File: src/rtl/seg_scan_display_if.sv
// Data/control bundle between the debug-value source and the seven-segment scanner.
// The master drives the value to show; the slave returns the registered pin outputs.
interface seg_scan_display_if #(
   parameter int unsigned DIGITS = 4
);
   logic                  load;
   logic [4*DIGITS-1:0]   value;
   logic [DIGITS-1:0]     dots;
   logic                  blank_lz;
   logic                  blink_en;
   logic [6:0]            led;
   logic [DIGITS-1:0]     led_select;
   logic                  dot;
   logic                  frame_done;

   modport master (
      output load, value, dots, blank_lz, blink_en,
      input  led, led_select, dot, frame_done
   );

   modport slave (
      input  load, value, dots, blank_lz, blink_en,
      output led, led_select, dot, frame_done
   );
endinterface

File: src/rtl/seg_scan_display.sv
// Multiplexed seven-segment scanner with frame-synchronous double-buffered data,
// leading-zero blanking, whole-display blinking and a frame strobe.
module seg_scan_display #(
   parameter int unsigned DIGITS         = 4,
   parameter int unsigned DIV            = 50000,
   parameter int unsigned BLINK_FRAMES   = 64,
   parameter bit          SEG_ACTIVE_LOW = 1'b1,
   parameter bit          SEL_ACTIVE_LOW = 1'b1
) (
   input logic               clk,
   input logic               reset,
   seg_scan_display_if.slave bus
);
   localparam int unsigned PRE_W = $clog2(DIV);
   localparam int unsigned IDX_W = $clog2(DIGITS);
   localparam int unsigned FC_W  = $clog2(BLINK_FRAMES + 1);
   localparam int unsigned VAL_W = 4 * DIGITS;

   logic [PRE_W-1:0]  r_pre,       w_pre_nxt;
   logic [IDX_W-1:0]  r_idx,       w_idx_nxt;
   logic [FC_W-1:0]   r_fcnt,      w_fcnt_nxt;
   logic              r_phase,     w_phase_nxt;
   logic              r_pend_v,    w_pend_v_nxt;
   logic [VAL_W-1:0]  r_pend_val,  w_pend_val_nxt;
   logic [DIGITS-1:0] r_pend_dots, w_pend_dots_nxt;
   logic [VAL_W-1:0]  r_act_val,   w_act_val_nxt;
   logic [DIGITS-1:0] r_act_dots,  w_act_dots_nxt;
   logic              r_bnd;
   logic [6:0]        r_led;
   logic [DIGITS-1:0] r_sel;
   logic              r_dot;
   logic              r_frame_done;

   logic              w_tick;
   logic              w_bnd;
   logic [3:0]        w_nib;
   logic              w_dp;
   logic              w_blank;
   logic              w_run;
   logic [DIGITS-1:0] w_zero_above;
   logic [DIGITS-1:0] w_onehot;
   logic [6:0]        w_seg;
   logic [DIGITS-1:0] w_sel;

   function automatic logic [6:0] hex7(input logic [3:0] n);
      case (n)
         4'h0:    hex7 = 7'h3F;
         4'h1:    hex7 = 7'h06;
         4'h2:    hex7 = 7'h5B;
         4'h3:    hex7 = 7'h4F;
         4'h4:    hex7 = 7'h66;
         4'h5:    hex7 = 7'h6D;
         4'h6:    hex7 = 7'h7D;
         4'h7:    hex7 = 7'h07;
         4'h8:    hex7 = 7'h7F;
         4'h9:    hex7 = 7'h6F;
         4'hA:    hex7 = 7'h77;
         4'hB:    hex7 = 7'h7C;
         4'hC:    hex7 = 7'h39;
         4'hD:    hex7 = 7'h5E;
         4'hE:    hex7 = 7'h79;
         default: hex7 = 7'h71;
      endcase
   endfunction

   assign w_tick = (r_pre == PRE_W'(DIV - 1));
   assign w_bnd  = w_tick && (r_idx == IDX_W'(DIGITS - 1));

   // Scan timing, blink phase and the pending/active double buffer
   always_comb begin
      w_pre_nxt       = w_tick ? '0 : r_pre + PRE_W'(1);
      w_idx_nxt       = r_idx;
      w_fcnt_nxt      = r_fcnt;
      w_phase_nxt     = r_phase;
      w_pend_v_nxt    = r_pend_v;
      w_pend_val_nxt  = r_pend_val;
      w_pend_dots_nxt = r_pend_dots;
      w_act_val_nxt   = r_act_val;
      w_act_dots_nxt  = r_act_dots;

      if (w_tick) begin
         w_idx_nxt = w_bnd ? '0 : r_idx + IDX_W'(1);
      end

      if (w_bnd) begin
         if (r_fcnt == FC_W'(BLINK_FRAMES - 1)) begin
            w_fcnt_nxt  = '0;
            w_phase_nxt = ~r_phase;
         end else begin
            w_fcnt_nxt  = r_fcnt + FC_W'(1);
         end
         // A load landing on the boundary is newer than anything pending
         if (bus.load) begin
            w_act_val_nxt  = bus.value;
            w_act_dots_nxt = bus.dots;
         end else if (r_pend_v) begin
            w_act_val_nxt  = r_pend_val;
            w_act_dots_nxt = r_pend_dots;
         end
         w_pend_v_nxt = 1'b0;
      end else if (bus.load) begin
         w_pend_val_nxt  = bus.value;
         w_pend_dots_nxt = bus.dots;
         w_pend_v_nxt    = 1'b1;
      end
   end

   // Segment/select pattern for the currently indexed digit (active-high)
   always_comb begin
      w_nib        = '0;
      w_dp         = 1'b0;
      w_blank      = 1'b0;
      w_run        = 1'b1;
      w_zero_above = '0;
      w_onehot     = '0;
      for (int i = DIGITS - 1; i >= 0; i--) begin
         w_run           = w_run && (r_act_val[4*i +: 4] == 4'h0);
         w_zero_above[i] = w_run;
      end
      for (int i = 0; i < DIGITS; i++) begin
         if (r_idx == IDX_W'(i)) begin
            w_nib       = r_act_val[4*i +: 4];
            w_dp        = r_act_dots[i];
            w_blank     = bus.blank_lz && (i != 0) && w_zero_above[i];
            w_onehot[i] = 1'b1;
         end
      end
      w_seg = w_blank ? 7'h00 : hex7(w_nib);
      w_sel = (bus.blink_en && r_phase) ? '0 : w_onehot;
   end

   always_ff @(posedge clk or negedge reset) begin
      if (!reset) begin
         r_pre        <= '0;
         r_idx        <= '0;
         r_fcnt       <= '0;
         r_phase      <= 1'b0;
         r_pend_v     <= 1'b0;
         r_pend_val   <= '0;
         r_pend_dots  <= '0;
         r_act_val    <= '0;
         r_act_dots   <= '0;
         r_bnd        <= 1'b0;
         r_led        <= {7{SEG_ACTIVE_LOW}};
         r_sel        <= {DIGITS{SEL_ACTIVE_LOW}};
         r_dot        <= SEG_ACTIVE_LOW;
         r_frame_done <= 1'b0;
      end else begin
         r_pre        <= w_pre_nxt;
         r_idx        <= w_idx_nxt;
         r_fcnt       <= w_fcnt_nxt;
         r_phase      <= w_phase_nxt;
         r_pend_v     <= w_pend_v_nxt;
         r_pend_val   <= w_pend_val_nxt;
         r_pend_dots  <= w_pend_dots_nxt;
         r_act_val    <= w_act_val_nxt;
         r_act_dots   <= w_act_dots_nxt;
         // Delayed once so the strobe lines up with digit 0 of the new frame
         r_bnd        <= w_bnd;
         r_led        <= w_seg ^ {7{SEG_ACTIVE_LOW}};
         r_sel        <= w_sel ^ {DIGITS{SEL_ACTIVE_LOW}};
         r_dot        <= w_dp ^ SEG_ACTIVE_LOW;
         r_frame_done <= r_bnd;
      end
   end

   assign bus.led        = r_led;
   assign bus.led_select = r_sel;
   assign bus.dot        = r_dot;
   assign bus.frame_done = r_frame_done;
endmodule

File: src/flat_wrapper.sv
// flat-port wrapper written by rule: the top's interface ports become plain ports
module seg_scan_display_flat 
#(
   parameter int unsigned DIGITS         = 4,
   parameter int unsigned DIV            = 50000,
   parameter int unsigned BLINK_FRAMES   = 64,
   parameter bit          SEG_ACTIVE_LOW = 1'b1,
   parameter bit          SEL_ACTIVE_LOW = 1'b1
)
  (clk, reset, bus_load, bus_value, bus_dots, bus_blank_lz, bus_blink_en, bus_led, bus_led_select, bus_dot, bus_frame_done);
  seg_scan_display_if #(.DIGITS(DIGITS)) bus_i ();
  input logic clk;
  input logic reset;
  input wire logic [$bits(bus_i.load)-1:0] bus_load;
  input wire logic [$bits(bus_i.value)-1:0] bus_value;
  input wire logic [$bits(bus_i.dots)-1:0] bus_dots;
  input wire logic [$bits(bus_i.blank_lz)-1:0] bus_blank_lz;
  input wire logic [$bits(bus_i.blink_en)-1:0] bus_blink_en;
  output wire logic [$bits(bus_i.led)-1:0] bus_led;
  output wire logic [$bits(bus_i.led_select)-1:0] bus_led_select;
  output wire logic [$bits(bus_i.dot)-1:0] bus_dot;
  output wire logic [$bits(bus_i.frame_done)-1:0] bus_frame_done;
  assign bus_i.load = bus_load;
  assign bus_i.value = bus_value;
  assign bus_i.dots = bus_dots;
  assign bus_i.blank_lz = bus_blank_lz;
  assign bus_i.blink_en = bus_blink_en;
  assign bus_led = bus_i.led;
  assign bus_led_select = bus_i.led_select;
  assign bus_dot = bus_i.dot;
  assign bus_frame_done = bus_i.frame_done;
  seg_scan_display #(.DIGITS(DIGITS), .DIV(DIV), .BLINK_FRAMES(BLINK_FRAMES), .SEG_ACTIVE_LOW(SEG_ACTIVE_LOW), .SEL_ACTIVE_LOW(SEL_ACTIVE_LOW)) u_core (.clk(clk), .reset(reset), .bus(bus_i));
endmodule
File: config.mk
export PLATFORM = sky130hd
export DESIGN_NAME = seg_scan_display_flat
export DESIGN_NICKNAME = d
export VERILOG_FILES = /design/src/rtl/seg_scan_display_if.sv /design/src/rtl/seg_scan_display.sv /design/src/flat_wrapper.sv
export SDC_FILE = /design/constraint.sdc
export NUM_CORES = 1
export LEC_CHECK = 0
export CORE_MARGIN = 4
export CORE_UTILIZATION = 30
export CTS_CLUSTER_SIZE = 12
export DETAILED_ROUTE_END_ITERATION = 10
export MAX_ROUTING_LAYER = met4
export PLACE_DENSITY = 0.54
export SLEW_MARGIN = 40
export SYNTH_ARGS = -nofsm -noshare
export SYNTH_HDL_FRONTEND = slang
export SYNTH_SLANG_ARGS = --single-unit
File: constraint.sdc
create_clock -name clk -period 2.65 [get_ports clk]
set_input_delay 0.53 -clock clk [delete_from_list [all_inputs] [get_ports clk]]
set_output_delay 0.53 -clock clk [all_outputs]
set_load 0.01 [all_outputs]
==> impl_results.html <==
<table>
<tr><th>Metric</th><th>Value</th></tr>
<tr><th colspan="2">Clock network</th></tr>
<tr><td>Count of H-tree levels built during CTS</td><td>3</td></tr>
<tr><td>Clock latency on the worst-skew pair</td><td>0.34 ns</td></tr>
<tr><td>CTS Buf Count</td><td>9</td></tr>
<tr><td>Hold_buf cts</td><td>0</td></tr>
<tr><td>Post-CTS repair timing setup buffer count</td><td>0</td></tr>
<tr><td>Number of sinks driven by the clock tree</td><td>81</td></tr>
<tr><td>Max clock buf depth</td><td>2</td></tr>
<tr><td>Clock Pin Slew Worst Setup and Hold Paths</td><td>0.06 ns</td></tr>
<tr><td>Resized Gates After CTS</td><td>0</td></tr>
<tr><td>Clock root cell</td><td>sky130_fd_sc_hd__clkbuf_16</td></tr>
<tr><td>TritonCTS clock tree</td><td>yes</td></tr>
<tr><th colspan="2">Placed design</th></tr>
<tr><td>Worst slack at placement</td><td>0.2805 ns</td></tr>
<tr><td>HPWL reported at the end of detailed placement</td><td>around 5300 um</td></tr>
<tr><td>Post-place instance area</td><td>between 4000 and 5000 um^2</td></tr>
<tr><td>Placer's final routability congestion estimate</td><td>roughly 0.80</td></tr>
<tr><td>I/O Buffers</td><td>37</td></tr>
<tr><th colspan="2">Timing</th></tr>
<tr><td>RSZ-0062 raised after global routing</td><td>false</td></tr>
<tr><td>Transition at the pin with the smallest max-transition slack</td><td>around 0.56 ns</td></tr>
<tr><td>Number of setup violations in the final report</td><td>0</td></tr>
<tr><td>Setup total negative slack</td><td>0 ns</td></tr>
<tr><td>Max-slew headroom</td><td>62.94%</td></tr>
<tr><td>Fin. max-slew vios</td><td>0</td></tr>
<tr><td>Hold violation count in the final report</td><td>0</td></tr>
<tr><td>Largest clock skew in the final design</td><td>about 0.005 ns</td></tr>
<tr><td>Post-route setup slack</td><td>~0.29 ns</td></tr>
<tr><td>Share of the clock period used by the worst path after layout</td><td>around nine tenths</td></tr>
<tr><td>Final hold slack</td><td>0.1481 ns</td></tr>
<tr><td>Fmax</td><td>424.5 MHz</td></tr>
<tr><td>Final critical path time including I/O delays and setup</td><td>approximately 2.4 ns</td></tr>
<tr><th colspan="2">Power and ir drop</th></tr>
<tr><td>Proportion of total power due to net switching</td><td>roughly a fifth</td></tr>
<tr><td>Cell area power density</td><td>roughly 550 nW/um^2</td></tr>
<tr><td>Pleak</td><td>approximately 2.1 nW</td></tr>
<tr><td>Logic gate share of total power</td><td>~5.7%</td></tr>
<tr><td>Post-layout total power</td><td>2.673 mW</td></tr>
<tr><td>Internal power of the cells</td><td>around 2.1 mW</td></tr>
<tr><td>Clock Power Share</td><td>a little under half</td></tr>
<tr><td>Sequential share of power</td><td>between 40% and 50%</td></tr>
<tr><td>Maximum vdd drop</td><td>slightly below 300 uV</td></tr>
<tr><td>Switching power total</td><td>between 0.5 and 0.6 mW</td></tr>
<tr><th colspan="2">GRT</th></tr>
<tr><td>First-pass GRT wire length</td><td>around 13000 um</td></tr>
<tr><td>Pin count of the biggest net entering global routing</td><td>between 40 and 50</td></tr>
<tr><td>Overall track demand over capacity in global routing</td><td>11.25%</td></tr>
<tr><td>Gr ovfl total</td><td>0</td></tr>
<tr><td>Initial antenna violation count</td><td>0</td></tr>
<tr><td>Vias in the first global route</td><td>around 2500</td></tr>
<tr><th colspan="2">Setup path</th></tr>
<tr><td>Most repeated library cell on the critical path</td><td>sky130_fd_sc_hd__ha_1</td></tr>
<tr><td>Crit start category</td><td>register</td></tr>
<tr><td>Category of the worst setup path capture point</td><td>register</td></tr>
<tr><td>CP max-delay cell</td><td>sky130_fd_sc_hd__dfrtp_1</td></tr>
<tr><td>CP Data Required Time</td><td>about 2.9 ns</td></tr>
<tr><td>Critical path peak fanout</td><td>8</td></tr>
<tr><td>Critical path cell sequence</td><td>inv_1 &gt; ha_1 &gt; nor2_1 &gt; o211a_1 &gt; a221oi_1 &gt; buf_4 &gt; ha_1 &gt; or3_1 &gt; o21ai_0 &gt; a31oi_1</td></tr>
<tr><td>Signal arrival time at the worst endpoint</td><td>~2.6 ns</td></tr>
<tr><td>Type of the worst setup path</td><td>register to register</td></tr>
<tr><td>Depth of the worst register-to-register path</td><td>10</td></tr>
<tr><td>Maximum single-stage delay on the critical path</td><td>just under 0.4 ns</td></tr>
<tr><th colspan="2">Finish</th></tr>
<tr><td>Net count, final</td><td>~420</td></tr>
<tr><td>Cell area after layout</td><td>4825 um^2</td></tr>
<tr><td>Synth-to-layout area growth</td><td>23.23%</td></tr>
<tr><td>Number of fillers in the final layout</td><td>between 1000 and 1500</td></tr>
<tr><td>Fraction of final layout cells sized beyond drive strength 1</td><td>roughly a quarter</td></tr>
<tr><td>Antenna diode count</td><td>0</td></tr>
<tr><th colspan="2">Yosys</th></tr>
<tr><td>Area of the mapped netlist</td><td>~3900 um^2</td></tr>
<tr><td>Count of flip-flops with a built-in enable after synthesis</td><td>0</td></tr>
<tr><td>Share of synthesized flip-flops with an asynchronous set or reset</td><td>100.0%</td></tr>
<tr><td>Total nets after synthesis</td><td>approximately 370</td></tr>
<tr><td>Syn. warnings</td><td>0</td></tr>
<tr><td>Commonest register cell after synthesis</td><td>sky130_fd_sc_hd__dfrtp_1</td></tr>
<tr><td>Gate count of the mapped netlist</td><td>334</td></tr>
<tr><td>Mean Syn Cell Area</td><td>roughly 12 um^2</td></tr>
<tr><td>Synth Register Bits</td><td>81</td></tr>
<tr><td>Share of synthesized area occupied by flip-flops and latches</td><td>a little over half</td></tr>
<tr><td>Count of different cell masters after synthesis</td><td>52</td></tr>
<tr><th colspan="2">Floorplanning</th></tr>
<tr><td>Overall die height</td><td>between 100 and 150 um</td></tr>
<tr><td>Floorplan row count</td><td>41</td></tr>
<tr><td>Area enclosed by the die boundary</td><td>14940 um^2</td></tr>
<tr><td>Initial standard-cell utilization of the core</td><td>between 30% and 40%</td></tr>
<tr><td>Number of top-level pins</td><td>38</td></tr>
<tr><td>DIE WIDTH</td><td>about 120 um</td></tr>
<tr><td>Standard cell core area</td><td>roughly 13000 um^2</td></tr>
<tr><th colspan="2">Route</th></tr>
<tr><td>First-pass iteration count of the detailed router</td><td>4</td></tr>
<tr><td>Routed wire length</td><td>between 7000 and 8000 um</td></tr>
<tr><td>Post-detailed-route count of antenna-violating nets</td><td>0</td></tr>
<tr><td>Detailed-route DRC error count</td><td>0</td></tr>
<tr><td>Routed length per instance</td><td>between 10 and 15 um</td></tr>
<tr><td>Via density per instance</td><td>around 4.6</td></tr>
<tr><td>Total number of vias</td><td>2543</td></tr>
<tr><td>DRT iter0 DRCs</td><td>77</td></tr>
<tr><th colspan="2">Min path</th></tr>
<tr><td>Class of the most critical hold timing path</td><td>input pin to asynchronous set/reset pin</td></tr>
<tr><th colspan="2">Run status</th></tr>
<tr><td>Status</td><td>finished, final reports clean</td></tr>
<tr><th colspan="2">Flow run</th></tr>
<tr><td>Maxcap violations</td><td>0</td></tr>
</table>
## power groups by stage
stage                     logic [mW]  clock network (mW)  registers, mW
after global placement         0.157                   0           1.30
final                          0.152                1.24           1.28
after global routing           0.172                1.34           1.28
after CTS                      0.159                1.29           1.28
after detailed placement       0.159                   0           1.30
after floorplan               0.0753                   0           1.30
## critical path: cells and delay by family, from the launching register on
kind / cells / cell delay (ns)
flops: 1 / 0.39
fa+ha+maj: 2 / 0.53
buf+inv: 2 / 0.26
simple gates: 2 / 0.68
compound gates: 4 / 0.41
## metrics by stage
step / util [%] / std cells
after floorplan: - / 334
after global placement: 35.59 / 541
after detailed placement: 35.59 / 541
after CTS: 37.92 / 556
after global routing: 37.92 / 556
final: 37.92 / 556
## layer usage
metal  wire length [um]  global-route usage, %  share of wire (%)  up-vias
met2               3219                  15.94                 44       35
met4                140                  4.409                1.9        0
met1               3617                  15.12                 50     1227
li1                   -                      -                  -     1273
met3                278                  3.410                3.8        8
met5                  0                      -                  0        -
## final timing paths
check,from,to,slack [ns]
max in group asynchronous,reset,u_core.bus.dot,1.85
min reg2reg,u_core.r_bnd,u_core.bus.frame_done,0.35
max,u_core.r_idx[0],u_core.bus.led[0],0.29
max reg2reg,u_core.r_idx[0],u_core.bus.led[0],0.29
min in group clk,u_core.r_bnd,u_core.bus.frame_done,0.35
min,reset,u_core.r_pend_val[12],0.15
## registers in the layout, summed over array words and instances, names as in the netlist
register               count
u_core.bus.dot             1
u_core.bus.frame_done      1
u_core.bus.led             7
u_core.bus.led_select      4
u_core.r_act_dots          4
u_core.r_act_val          16
u_core.r_bnd               1
u_core.r_fcnt              7
u_core.r_idx               2
u_core.r_pend_dots         4
u_core.r_pend_v            1
u_core.r_pend_val         16
u_core.r_phase             1
u_core.r_pre              16
## Yosys cell counts, types with 2 or more instances
master                     count  area share (%)
sky130_fd_sc_hd__a31oi_1       2            0.32
sky130_fd_sc_hd__ha_1         12             3.8
sky130_fd_sc_hd__o21ai_0       7            0.89
sky130_fd_sc_hd__nor2_1       26             2.5
sky130_fd_sc_hd__xor2_1        7             1.6
sky130_fd_sc_hd__mux2_2       20             5.8
sky130_fd_sc_hd__dfrtp_1      69              44
sky130_fd_sc_hd__clkbuf_1      6            0.58
sky130_fd_sc_hd__nor3_1        6            0.77
sky130_fd_sc_hd__nand3b_1      2            0.38
sky130_fd_sc_hd__o221ai_1      3            0.67
sky130_fd_sc_hd__nor2_2       10             1.6
sky130_fd_sc_hd__nand4_1       3            0.48
sky130_fd_sc_hd__buf_6         2            0.58
sky130_fd_sc_hd__nand2_1      30             2.9
sky130_fd_sc_hd__xnor2_1       8             1.8
sky130_fd_sc_hd__mux2i_1      25             6.4
sky130_fd_sc_hd__a21oi_2      20             4.5
sky130_fd_sc_hd__and3_1        5            0.80
sky130_fd_sc_hd__buf_4         3            0.58
sky130_fd_sc_hd__or3_1         2            0.32
sky130_fd_sc_hd__nor3b_1       4            0.77
sky130_fd_sc_hd__a311o_1       2            0.51
sky130_fd_sc_hd__inv_1         7            0.67
sky130_fd_sc_hd__nor2b_1       5            0.80
sky130_fd_sc_hd__nand3_1       8             1.0
sky130_fd_sc_hd__dfstp_2      12             8.1
sky130_fd_sc_hd__a221oi_1      3            0.67
sky130_fd_sc_hd__a21o_1        2            0.38
## final cells by class
cell class	count	area, um^2	area share, %
clock buffer	12	256.5	5.316
clock inverter	3	40.04	0.8299
timing repair buffer	47	480.5	9.959
multi-input combinational	233	1758	36.44
inverter	8	32.53	0.6743
tap	172	215.2	4.461
sequential	81	2042	42.32
## cells by family after synthesis
logic type,after synthesis,synth area share [%]
buffers and inverters,20,2.940
multiplexers,45,12.14
AND/OR/NAND/NOR,111,15.34
flip-flops,81,52.16
adder cells (fa/ha/maj),12,3.835
AO/OA/AOI/OAI,50,10.23
XOR/XNOR,15,3.356
## cell usage in the layout, fill, tap and decap left out, types with 2 or more instances in the layout
cell,instances
sky130_fd_sc_hd__dfrtp_1,69
sky130_fd_sc_hd__clkdlybuf4s50_1,36
sky130_fd_sc_hd__nand2_1,30
sky130_fd_sc_hd__nor2_1,26
sky130_fd_sc_hd__mux2i_1,25
sky130_fd_sc_hd__a21oi_2,20
sky130_fd_sc_hd__mux2_2,20
sky130_fd_sc_hd__ha_1,12
sky130_fd_sc_hd__dfstp_2,12
sky130_fd_sc_hd__nor2_2,10
sky130_fd_sc_hd__clkbuf_16,9
sky130_fd_sc_hd__nand3_1,8
sky130_fd_sc_hd__xnor2_1,8
sky130_fd_sc_hd__buf_4,8
sky130_fd_sc_hd__xor2_1,7
sky130_fd_sc_hd__inv_1,7
sky130_fd_sc_hd__o21ai_0,7
sky130_fd_sc_hd__nor3_1,6
sky130_fd_sc_hd__and3_1,5
sky130_fd_sc_hd__nor2b_1,5
sky130_fd_sc_hd__nor3b_1,4
sky130_fd_sc_hd__nand4_1,3
sky130_fd_sc_hd__a221oi_1,3
sky130_fd_sc_hd__o221ai_1,3
sky130_fd_sc_hd__buf_12,3
sky130_fd_sc_hd__a21o_1,2
sky130_fd_sc_hd__nand3b_1,2
sky130_fd_sc_hd__a311o_1,2
sky130_fd_sc_hd__or3_1,2
sky130_fd_sc_hd__a31oi_1,2
sky130_fd_sc_hd__clkinv_2,2
sky130_fd_sc_hd__clkbuf_8,2
Power figures use the tool's default switching activity.
